$ cat config.mk
export PLATFORM = sky130hd
export DESIGN_NAME = apb_slave_regs_flat
export DESIGN_NICKNAME = d
export VERILOG_FILES = /design/src/rtl/apb_slave_pkg.sv /design/src/rtl/apb_slave_regs_if.sv /design/src/rtl/apb_reg_bank.sv /design/src/rtl/apb_slave_regs.sv /design/src/flat_wrapper.sv
export SDC_FILE = /design/constraint.sdc
export NUM_CORES = 1
export LEC_CHECK = 0
export CAP_MARGIN = 30
export CORE_MARGIN = 3
export CORE_UTILIZATION = 49
export DETAILED_ROUTE_END_ITERATION = 10
export PLACE_DENSITY = 0.81
export SKIP_LAST_GASP = 1
export SLEW_MARGIN = 20
export SYNTH_ARGS = -nofsm -noshare
export SYNTH_HDL_FRONTEND = slang
export SYNTH_HIERARCHICAL = 1
export SYNTH_SLANG_ARGS = --single-unit
$ cat constraint.sdc
create_clock -name PCLK -period 3.62 [get_ports PCLK]
set_input_delay 0.543 -clock PCLK [delete_from_list [all_inputs] [get_ports PCLK]]
set_output_delay 0.543 -clock PCLK [all_outputs]
set_load 0.005 [all_outputs]
$ cat src/rtl/apb_slave_pkg.sv
// Shared types and helpers for the APB register completer.
// Holds the FSM encoding, the latched request payload and the address-error rule.
package apb_slave_pkg;

  localparam int unsigned DATA_W = 32;
  localparam int unsigned ADDR_W = 32;
  localparam int unsigned WIDX_W = 8;
  localparam int unsigned CNT_W  = 4;

  localparam logic [DATA_W-1:0] DEFAULT_ID_VALUE = 32'hA9B0_0001;

  typedef enum logic [1:0] {
    IDLE  = 2'd0,
    WAIT  = 2'd1,
    READY = 2'd2
  } state_e;

  // Request captured on the setup edge and replayed through the access phase
  typedef struct packed {
    logic              write;
    logic              err;
    logic [WIDX_W-1:0] idx;
    logic [DATA_W-1:0] wdata;
  } req_t;

  // Misaligned, beyond the bank, or a write to the read-only ID register
  function automatic logic addr_err(input logic [9:0]  addr,
                                    input logic        write,
                                    input int unsigned num_regs);
    logic [WIDX_W-1:0] idx;
    idx = addr[9:2];
    return (addr[1:0] != 2'b00) || (32'(idx) >= num_regs) || (write && (idx == '0));
  endfunction

endpackage

$ cat src/rtl/apb_slave_regs_if.sv
// APB completer-side bus bundle.
// The initiator drives select/enable/address/data; the completer returns data, ready and error.
interface apb_slave_regs_if;

  logic                              PSEL;
  logic                              PENABLE;
  logic                              PWRITE;
  logic [apb_slave_pkg::ADDR_W-1:0]  PADDR;
  logic [apb_slave_pkg::DATA_W-1:0]  PWDATA;
  logic [apb_slave_pkg::DATA_W-1:0]  PRDATA;
  logic                              PREADY;
  logic                              PSLVERR;

  modport master (
    output PSEL,
    output PENABLE,
    output PWRITE,
    output PADDR,
    output PWDATA,
    input  PRDATA,
    input  PREADY,
    input  PSLVERR
  );

  modport slave (
    input  PSEL,
    input  PENABLE,
    input  PWRITE,
    input  PADDR,
    input  PWDATA,
    output PRDATA,
    output PREADY,
    output PSLVERR
  );

endinterface

$ cat src/rtl/apb_reg_bank.sv
// Register storage behind the APB completer: writable regs 1..N-1, constant ID at index 0.
// Decodes committed writes into per-register enables and one-cycle write strobes.
module apb_reg_bank
  import apb_slave_pkg::*;
#(
  parameter int unsigned       NUM_REGS = 8,
  parameter int unsigned       IDX_W    = 3,
  parameter logic [DATA_W-1:0] ID_VALUE = DEFAULT_ID_VALUE
) (
  input  logic                       i_clk,
  input  logic                       i_rst_n,
  input  logic                       i_we,
  input  logic [IDX_W-1:0]           i_widx,
  input  logic [DATA_W-1:0]          i_wdata,
  input  logic [IDX_W-1:0]           i_ridx,
  output logic [DATA_W-1:0]          o_rdata_c,
  output logic [NUM_REGS*DATA_W-1:0] o_reg_q,
  output logic [NUM_REGS-1:0]        o_wr_pulse
);

  logic [NUM_REGS-1:1][DATA_W-1:0] r_regs;
  logic [NUM_REGS-1:0]             r_wr_pulse;
  logic [NUM_REGS-1:0]             w_we;

  // Index 0 never decodes, so the ID register cannot be overwritten here either
  always_comb begin
    w_we = '0;
    for (int unsigned i = 1; i < NUM_REGS; i++) begin
      w_we[i] = i_we && (i_widx == IDX_W'(i));
    end
  end

  always_ff @(posedge i_clk or negedge i_rst_n) begin
    if (!i_rst_n) begin
      r_regs     <= '0;
      r_wr_pulse <= '0;
    end else begin
      r_wr_pulse <= w_we;
      for (int unsigned i = 1; i < NUM_REGS; i++) begin
        if (w_we[i]) begin
          r_regs[i] <= i_wdata;
        end
      end
    end
  end

  // Out-of-range indices fall through to ID; the caller masks them to zero on error
  always_comb begin
    o_rdata_c = ID_VALUE;
    for (int unsigned i = 1; i < NUM_REGS; i++) begin
      if (i_ridx == IDX_W'(i)) begin
        o_rdata_c = r_regs[i];
      end
    end
  end

  assign o_reg_q    = {r_regs, ID_VALUE};
  assign o_wr_pulse = r_wr_pulse;

endmodule

$ cat src/rtl/apb_slave_regs.sv
// APB completer fronting a bank of 32-bit control/status registers.
// Runs the setup / wait / ready handshake and hands committed writes to the bank.
module apb_slave_regs
  import apb_slave_pkg::*;
#(
  parameter int unsigned       NUM_REGS    = 8,
  parameter int unsigned       WAIT_STATES = 0,
  parameter logic [DATA_W-1:0] ID_VALUE    = DEFAULT_ID_VALUE
) (
  input  logic                       PCLK,
  input  logic                       PRESETn,
  apb_slave_regs_if.slave            bus,
  output logic [NUM_REGS*DATA_W-1:0] reg_q,
  output logic [NUM_REGS-1:0]        wr_pulse
);

  localparam int unsigned      IDX_W   = $clog2(NUM_REGS);
  localparam logic [CNT_W-1:0] WS_INIT = CNT_W'(WAIT_STATES);

  state_e              r_state;
  state_e              w_state_nxt;
  req_t                r_req;
  req_t                w_in_req;
  logic [CNT_W-1:0]    r_cnt;
  logic                r_pready;
  logic                r_pslverr;
  logic [DATA_W-1:0]   r_prdata;

  logic                w_latch;
  logic                w_enter_ready;
  logic                w_leave;
  logic                w_commit;
  logic [WIDX_W-1:0]   w_rd_idx;
  logic                w_rd_err;
  logic [DATA_W-1:0]   w_rdata;
  logic                w_unused;

  always_comb begin
    w_in_req.write = bus.PWRITE;
    w_in_req.err   = addr_err(bus.PADDR[9:0], bus.PWRITE, NUM_REGS);
    w_in_req.idx   = bus.PADDR[9:2];
    w_in_req.wdata = bus.PWDATA;
  end

  always_ff @(posedge PCLK or negedge PRESETn) begin
    if (!PRESETn) begin
      r_state <= IDLE;
    end else begin
      r_state <= w_state_nxt;
    end
  end

  // Dropping PSEL outside IDLE aborts; PSEL&PENABLE in READY completes
  always_comb begin
    w_state_nxt = r_state;
    unique case (r_state)
      IDLE: begin
        if (bus.PSEL) begin
          w_state_nxt = (WAIT_STATES == 0) ? READY : WAIT;
        end
      end
      WAIT: begin
        if (!bus.PSEL) begin
          w_state_nxt = IDLE;
        end else if (r_cnt == CNT_W'(1)) begin
          w_state_nxt = READY;
        end
      end
      READY: begin
        if (!bus.PSEL || bus.PENABLE) begin
          w_state_nxt = IDLE;
        end
      end
      default: w_state_nxt = IDLE;
    endcase
  end

  always_comb begin
    w_latch       = 1'b0;
    w_enter_ready = 1'b0;
    w_leave       = 1'b0;
    w_commit      = 1'b0;
    unique case (r_state)
      IDLE: begin
        w_latch       = bus.PSEL;
        w_enter_ready = bus.PSEL && (WAIT_STATES == 0);
      end
      WAIT: begin
        w_leave       = !bus.PSEL;
        w_enter_ready = bus.PSEL && (r_cnt == CNT_W'(1));
      end
      READY: begin
        w_leave  = !bus.PSEL || bus.PENABLE;
        w_commit = bus.PSEL && bus.PENABLE && r_req.write && !r_req.err;
      end
      default: ;
    endcase
  end

  // On a zero-wait setup edge the read must come from the bus, not the stale latch
  assign w_rd_idx = w_latch ? w_in_req.idx : r_req.idx;
  assign w_rd_err = w_latch ? w_in_req.err : r_req.err;

  always_ff @(posedge PCLK or negedge PRESETn) begin
    if (!PRESETn) begin
      r_req     <= '0;
      r_cnt     <= '0;
      r_pready  <= 1'b0;
      r_pslverr <= 1'b0;
      r_prdata  <= '0;
    end else begin
      if (w_latch) begin
        r_req <= w_in_req;
        r_cnt <= WS_INIT;
      end else if (r_state == WAIT) begin
        r_cnt <= r_cnt - CNT_W'(1);
      end

      // PRDATA only moves when entering READY, so it holds between transfers
      if (w_enter_ready) begin
        r_pready  <= 1'b1;
        r_pslverr <= w_rd_err;
        r_prdata  <= w_rd_err ? '0 : w_rdata;
      end else if (w_leave) begin
        r_pready  <= 1'b0;
        r_pslverr <= 1'b0;
      end
    end
  end

  apb_reg_bank #(
    .NUM_REGS (NUM_REGS),
    .IDX_W    (IDX_W),
    .ID_VALUE (ID_VALUE)
  ) u_bank (
    .i_clk      (PCLK),
    .i_rst_n    (PRESETn),
    .i_we       (w_commit),
    .i_widx     (IDX_W'(r_req.idx)),
    .i_wdata    (r_req.wdata),
    .i_ridx     (IDX_W'(w_rd_idx)),
    .o_rdata_c  (w_rdata),
    .o_reg_q    (reg_q),
    .o_wr_pulse (wr_pulse)
  );

  assign bus.PREADY  = r_pready;
  assign bus.PSLVERR = r_pslverr;
  assign bus.PRDATA  = r_prdata;

  // High address bits alias; index bits above IDX_W only matter to the range check
  assign w_unused = ^{bus.PADDR[ADDR_W-1:10], r_req.idx, w_rd_idx};

endmodule

$ cat src/flat_wrapper.sv
// flat-port wrapper written by rule: the top's interface ports become plain ports
module apb_slave_regs_flat import apb_slave_pkg::*;
#(
  parameter int unsigned       NUM_REGS    = 8,
  parameter int unsigned       WAIT_STATES = 0,
  parameter logic [DATA_W-1:0] ID_VALUE    = DEFAULT_ID_VALUE
)
  (PCLK, PRESETn, reg_q, wr_pulse, bus_PSEL, bus_PENABLE, bus_PWRITE, bus_PADDR, bus_PWDATA, bus_PRDATA, bus_PREADY, bus_PSLVERR);
  apb_slave_regs_if bus_i ();
  input  logic PCLK;
  input  logic PRESETn;
  output logic [NUM_REGS*DATA_W-1:0] reg_q;
  output logic [NUM_REGS-1:0] wr_pulse;
  input wire logic [$bits(bus_i.PSEL)-1:0] bus_PSEL;
  input wire logic [$bits(bus_i.PENABLE)-1:0] bus_PENABLE;
  input wire logic [$bits(bus_i.PWRITE)-1:0] bus_PWRITE;
  input wire logic [$bits(bus_i.PADDR)-1:0] bus_PADDR;
  input wire logic [$bits(bus_i.PWDATA)-1:0] bus_PWDATA;
  output wire logic [$bits(bus_i.PRDATA)-1:0] bus_PRDATA;
  output wire logic [$bits(bus_i.PREADY)-1:0] bus_PREADY;
  output wire logic [$bits(bus_i.PSLVERR)-1:0] bus_PSLVERR;
  assign bus_i.PSEL = bus_PSEL;
  assign bus_i.PENABLE = bus_PENABLE;
  assign bus_i.PWRITE = bus_PWRITE;
  assign bus_i.PADDR = bus_PADDR;
  assign bus_i.PWDATA = bus_PWDATA;
  assign bus_PRDATA = bus_i.PRDATA;
  assign bus_PREADY = bus_i.PREADY;
  assign bus_PSLVERR = bus_i.PSLVERR;
  apb_slave_regs #(.NUM_REGS(NUM_REGS), .WAIT_STATES(WAIT_STATES), .ID_VALUE(ID_VALUE)) u_core (.PCLK(PCLK), .PRESETn(PRESETn), .bus(bus_i), .reg_q(reg_q), .wr_pulse(wr_pulse));
endmodule
==> results.py, run 1 <==
metrics = {
    "global_route": {
        "overflow": 0,
        "antenna_found_initial": 1,
        "grt_pass1_vias": 10300,
        "grt_pass1_wl_um": 61900,
        "grtUsageMet3_pct": 5.78,
        "grt.busiest_layer": "met2",
        "grt_use_met2_pct": 41.7,
        "grt_max_degree": 99,
        "grt_use_total_pct": 26.3,
        "use_met1_pct": 34.5,
    },
    "floorplan": {
        "core_area_sq_um": 27200,
        "io_pins": 367,
        "die_area_sq_um": 29900,
        "initial_core_util_pct": 50.2,
        "die_h_um": 173,
        "rows": 60,
        "die_x_um": 173,
    },
    "pwr": {
        "p_leak_nw": 8.47,
        "switching_share_pct": 24.5,
        "clockPowerShare_pct": 43.9,
        "pwr-share-comb_pct": 10.8,
        "seqPwrFrac_pct": 45.3,
        "max-vdd-ir-drop_v": 0.000387,
        "internal_power_mw": 5.99,
        "p_sw_mw": 1.94,
        "power_mw": 7.94,
        "powerDensity_nw_per_um2": 435,
    },
    "drt": {
        "vias": 9581,
        "drc_errors": 0,
        "routedWlPerCell_um": 23.7,
        "dr.pass1.iters": 5,
        "drt_wl_total_um": 40000,
        "avgViaCountPerCell": 5.69,
        "drt_iter0_drc": 631,
        "postRouteAntennaNets": 0,
    },
    "critical_path": {
        "start_kind": "input port",
        "arrival_ns": 3.07,
        "required_ns": 4.00,
        "worstSetupPathType": "input port to flip-flop",
        "critPathCaptureType": "flip-flop",
        "crit_fanout": 15,
    },
    "layout": {
        "area_delta_synth_final_pct": 33.7,
        "register_area_sq_um": 7580,
        "layout_common_cells": "clkdlybuf4s50_1, dfrtp_1, mux2_2",
        "n_antenna_cell": 0,
        "final_common_cell": "clkdlybuf4s50_1",
        "final_nets": 1359,
        "final_area_sq_um": 18300,
        "fill_cells": 1996,
        "multi_input_area_sq_um": 5570,
        "layout-drive-gt1-share_pct": 32.1,
    },
    "sta": {
        "worst_slew_pin_slew_ns": 0.769,
        "slew_headroom_pct": 48.8,
        "skew_ns": 0.0117,
        "fmax_mhz": 373,
        "finalSetupTns_ns": 0,
        "finalCriticalPeriod_ns": 2.68,
        "hold_viol_final": 0,
        "fin_crit_sh_pct": 74.1,
        "setup_viol": 0,
        "grt_setup_unrepaired": "no",
        "slew_violations": 0,
    },
    "placement": {
        "dpl.hpwl_um": 25700,
        "dpl_cell_area_sq_um": 17100,
        "gp_congestion": 0.821,
        "io_buffers": 311,
    },
    "cts": {
        "root_buffer": "clkbuf_16",
        "cts_tree": "done",
        "cts_num_sinks": 303,
        "numCtsBuffers": 34,
        "cts_resized": 0,
        "clockBufferDepth": 3,
        "clk_pin_slew_ns": 0.06,
        "clkLatencyLatePin_ns": 0.50,
        "cts_max_level": 2,
        "cts_hold_buf": 0,
        "postCtsSetupRepairBufs": 0,
    },
    "synth": {
        "syn_area_sq_um": 13700,
        "postSynthAreaPerCell_sq_um": 13.9,
        "yosys-top-cells-area": "dfrtp_1, mux2_2, mux2_4",
        "synth_area_leader_cell": "dfrtp_1",
        "synth-main-ff-cell": "dfrtp_1",
        "yosys_warnings": 6,
        "synth-async-reset-ratio_pct": 100,
        "ys_types": 42,
        "synth_edf_count": 0,
        "synth_cells": 983,
        "synth.top_cell.area_share_pct": 55.5,
        "seq_area_frac_synth_pct": 55.5,
        "ys_ff_latch": 303,
    },
    "run": {
        "maxCapViolCount": 0,
    },
    "hold_path": {
        "hp-class": "input port to asynchronous set/reset pin",
    },
    "run_status": {
        "status": "finished, final reports clean",
    },
}
==> through the flow <==
stage | cells | utilization [%] | hold slack (ns) | worst slack (ns)
after CTS | 1683 | 67.1 | 0.109 | 0.975
after global routing | 1684 | 67.2 | 0.146 | 0.869
final | 1684 | 67.2 | 0.0748 | 0.937
after global placement | 1625 | 62.9 | 0.487 | 0.451
after floorplan | 1014 | - | 0.247 | 0.909
after detailed placement | 1625 | 62.9 | 0.495 | 0.453
==> worst paths after layout <==
check                                 startpoint               endpoint  slack, ns  cells after the start
max reg2reg                    u_core/r_state[1]   u_core/bus.PRDATA[0]       1.12                      7
min in group PCLK          u_core/bus.PRDATA[24]  u_core/bus.PRDATA[24]       0.50                      1
max in group asynchronous                PRESETn       u_core/r_req[21]       2.45                      2
max                                     bus_PSEL   u_core/bus.PRDATA[0]       0.94                      8
min reg2reg                u_core/bus.PRDATA[24]  u_core/bus.PRDATA[24]       0.50                      1
min                                      PRESETn        u_core/r_req[4]       0.07                      1
==> cell usage after synthesis, drive strengths merged (2+ instances only) <==
cell and number:
buf 84, nand4b 2, o21ai 7, a22o 37, inv 6, nor2b 12, a211oi 3, clkbuf 20
a21boi 11, mux2i 24, or3b 11, o21ba 13, a2bb2oi 10, conb 2, nand2b 7, mux2 287
o22ai 44, a221oi 16, dfrtp 303, nand4 2, a21oi 25, nor2 16, a22oi 10, nand2 21
==> cell families (layout without fill, tap and decap cells) <==
family                 count (synthesis)  in the layout  share of synthesized area (%)
buffers and inverters                110            408                           4.81
AO/OA/AOI/OAI                        177            177                           9.78
flip-flops                           303            303                           55.5
other                                  2             33                         0.0550
multiplexers                         312            312                           26.4
AND/OR/NAND/NOR                       79             79                           3.44
==> registers in the layout (all words and copies together) (netlist names) <==
name / cells
u_core/bus.PRDATA: 32
u_core/r_state: 1
u_core/bus.PREADY: 1
u_core/u_bank/o_reg_q: 224
u_core/r_req: 37
u_core/u_bank/o_wr_pulse: 7
u_core/bus.PSLVERR: 1
==> power groups by stage <==
stage	clock (mW)	combinational, mW	sequential (mW)
floorplan	0	0.543	3.60
global placement	0	0.833	3.65
detailed placement	0	0.848	3.65
CTS	3.55	0.853	3.59
global route	3.67	0.921	3.61
finish	3.49	0.854	3.60
==> worst max-delay path: stages <==
cell	delay [ns]
clkdlybuf4s50_1	0.54
nand2b_4	0.19
mux2_2	0.52
buf_4	0.23
nor2b_1	0.47
a22o_1	0.23
o21ai_0	0.11
a22o_2	0.24
==> routing by layer <==
| metal | vias to the layer above | part of all wire (%) |
|---|---|---|
| met5 | - | 0.033 |
| met4 | 2 | 4.8 |
| met3 | 116 | 6.8 |
| met2 | 427 | 47 |
| met1 | 4872 | 41 |
| li1 | 4164 | - |
==> final cells by class <==
| type | count | area share [%] |
|---|---|---|
| Clock buffer | 50 | 5.38 |
| Clock inverter | 8 | 0.788 |
| Inverter | 6 | 0.123 |
| Multi-Input combinational cell | 601 | 30.5 |
| Sequential cell | 303 | 41.5 |
| Tap cell | 372 | 2.55 |
| Timing Repair Buffer | 344 | 19.1 |
No activity file was read; power rests on OpenSTA's default activity.
==> inputs of run 2 (changes only) <==
==> constraint.sdc (replaced) <==
create_clock -name PCLK -period 2.6 [get_ports PCLK]
set_input_delay 0.39 -clock PCLK [delete_from_list [all_inputs] [get_ports PCLK]]
set_output_delay 0.39 -clock PCLK [all_outputs]
set_load 0.005 [all_outputs]
==> run 2 against run 1 <==
  * Sequential share of layout area shrank 0.90 points
  * First-iteration DRC count is 14% higher
  * Final area rose by 2.2%
  * Combinational power increased by 55%
  * Worst setup slack worse by 0.72 ns
  * Power increased by 40%
  * Non-clock buffer count rose by 37
  * Cell count up 2.3%
  * Clock skew rose by 0.0086 ns
  * Sequential power up 39%
  * Flip-flop and latch count did not move
  * Largest power group unchanged
==> results.py, run 2 (same netlist as run 1, synthesis figures left out) <==
metrics = {
    "placement": {
        "dpl.hpwl_um": 27300,
        "dp_slack_ns": -0.129,
        "gp_congestion": 0.828,
        "io_buffers": 311,
        "dpl_cell_area_sq_um": 17500,
    },
    "floorplan": {
        "core_area_sq_um": 27200,
        "initial_core_util_pct": 50.2,
        "die_area_sq_um": 29900,
        "die_x_um": 173,
        "io_pins": 367,
        "rows": 60,
        "die_h_um": 173,
    },
    "critical_path": {
        "crit_fanout": 27,
        "rrSetupSlack_ns": 0.22,
        "reg2reg_to": "u_core/bus.PRDATA[4]",
        "required_ns": 3.03,
        "critPathSlowestCell": "or3b_2",
        "critical-path-max-stage-delay_ns": 0.47,
        "crit_chain": "nand2b_4, mux2_2, buf_12, or3b_2, a21boi_0, a2bb2oi_1, a22o_2",
        "r2r_start": "u_core/r_state[1]",
        "reg2regPathDepth": 7,
        "arrival_ns": 2.81,
        "worstSetupPathType": "flip-flop to flip-flop",
        "start_kind": "flip-flop",
        "critPathCaptureType": "flip-flop",
    },
    "run": {
        "maxCapViolCount": 0,
    },
    "hold_path": {
        "hp-class": "input port to asynchronous set/reset pin",
    },
    "drt": {
        "drt_iter0_drc": 719,
        "drt-met1-wl_um": 16200,
        "routedWlPerCell_um": 23.5,
        "dr_wl_met3_um": 3090,
        "avgViaCountPerCell": 5.71,
        "postRouteAntennaNets": 0,
        "route.met2.wl_um": 19700,
        "drc_errors": 0,
        "dr.pass1.iters": 5,
        "vias": 9839,
        "top_layer": "met5",
        "drt_wl_total_um": 40500,
    },
    "sta": {
        "fmax_mhz": 420,
        "finalCriticalPeriod_ns": 2.38,
        "fin_crit_sh_pct": 91.5,
        "setup_slack_ns": 0.222,
        "worst_slew_pin_slew_ns": 0.585,
        "slew_violations": 0,
        "slew_headroom_pct": 61.0,
        "hold_viol_final": 0,
        "skew_ns": 0.0203,
        "grt_setup_unrepaired": "no",
        "setup_viol": 0,
        "finalSetupTns_ns": 0,
    },
    "cts": {
        "postCtsSetupRepairBufs": 0,
        "clockBufferDepth": 3,
        "root_buffer": "clkbuf_16",
        "cts_hold_buf": 1,
        "cts_max_level": 2,
        "cts_num_sinks": 303,
        "clkLatencyLatePin_ns": 0.51,
        "clk_pin_slew_ns": 0.06,
        "cts_resized": 0,
        "numCtsBuffers": 34,
        "cts_tree": "done",
    },
    "layout": {
        "final_common_cell": "clkdlybuf4s50_1",
        "layout_common_cells": "clkdlybuf4s50_1, dfrtp_1, mux2_2",
        "largest_reg_flops": 224,
        "n_antenna_cell": 0,
        "fill_cells": 1946,
        "layout-drive-gt1-share_pct": 34.3,
        "final_util_pct": 68.7,
        "final_area_sq_um": 18700,
        "area_delta_synth_final_pct": 36.6,
        "final_nets": 1396,
    },
    "pwr": {
        "pwr-share-comb_pct": 11.8,
        "p_sw_mw": 2.76,
        "power_mw": 11.1,
        "p_leak_nw": 8.70,
        "clockPowerShare_pct": 43.2,
        "internal_power_mw": 8.39,
        "seqPwrFrac_pct": 45.0,
        "max-vdd-ir-drop_v": 0.000514,
        "switching_share_pct": 24.7,
        "powerDensity_nw_per_um2": 597,
    },
    "global_route": {
        "grt_pass1_vias": 10300,
        "grt_use_total_pct": 26.4,
        "grt_pass1_wl_um": 62000,
        "antenna_found_initial": 1,
        "grt_max_degree": 72,
        "overflow": 0,
    },
    "run_status": {
        "status": "finished, final reports clean",
    },
}
-- run 2: worst max-delay path: cells and delay by family (launching register included) --
family,cells,cell delay [ns]
AND/OR/NAND/NOR,2,0.67
AO/OA/AOI/OAI,3,0.65
multiplexers,1,0.41
flip-flops,1,0.39
buffers and inverters,1,0.18
-- run 2: area by class of cell --
cell class                 instances  area (sq um)  share of cell area (%)
timing repair buffer             381          3880                    20.8
inverter                           6          22.5                   0.121
tap                              372           465                    2.49
clock buffer                      50          1030                    5.53
multi-input combinational        601          5570                    29.9
clock inverter                     9           101                   0.543
sequential                       303          7580                    40.6
-- run 2: how the worst max path moves through the flow --
stage                                 start  cells past startpoint                    end
after floorplan           u_core/r_state[1]                      9   u_core/bus.PRDATA[0]
after global routing      u_core/r_state[1]                      7   u_core/bus.PRDATA[4]
after CTS                 u_core/r_state[1]                      7   u_core/bus.PRDATA[4]
after detailed placement           bus_PSEL                      8   u_core/bus.PRDATA[3]
final                     u_core/r_state[1]                      7   u_core/bus.PRDATA[4]
after global placement             bus_PSEL                      8  u_core/bus.PRDATA[27]
-- run 2: through the flow --
stage | hold WS (ns) | cells
6_report | 0.476 | 1722
5_1_grt | 0.487 | 1722
4_1_cts | 0.481 | 1722
3_5_place_dp | 0.415 | 1662
3_3_place_gp | 0.411 | 1662
2_1_floorplan | 0.0944 | 1014
-- run 2: power by group through the flow --
stage | combinational, mW | clock [mW] | sequential (mW)
6_report | 1.32 | 4.81 | 5.01
5_1_grt | 1.41 | 5.08 | 5.04
4_1_cts | 1.31 | 4.90 | 5.01
3_5_place_dp | 1.30 | 0 | 5.09
3_3_place_gp | 1.27 | 0 | 5.08
2_1_floorplan | 0.756 | 0 | 5.02
-- run 2: routing by layer --
| metal | GRT usage (%) | vias to the layer above |
|---|---|---|
| met2 | 43.6 | 454 |
| li1 | - | 4245 |
| met5 | 0 | - |
| met4 | 10.7 | 2 |
| met1 | 33.4 | 5035 |
| met3 | 6.48 | 103 |
==> inputs of run 3 (changes only) <==
--- a/config.mk
+++ b/config.mk
@@ -10,6 +10,7 @@
 export CORE_UTILIZATION = 49
 export DETAILED_ROUTE_END_ITERATION = 10
 export PLACE_DENSITY = 0.81
+export SKIP_CTS_REPAIR_TIMING = 1
 export SKIP_LAST_GASP = 1
 export SLEW_MARGIN = 20
 export SYNTH_ARGS = -nofsm -noshare
==> results of run 3 <==
No change in the layout: final DEF, timing and power equal those of run 2.
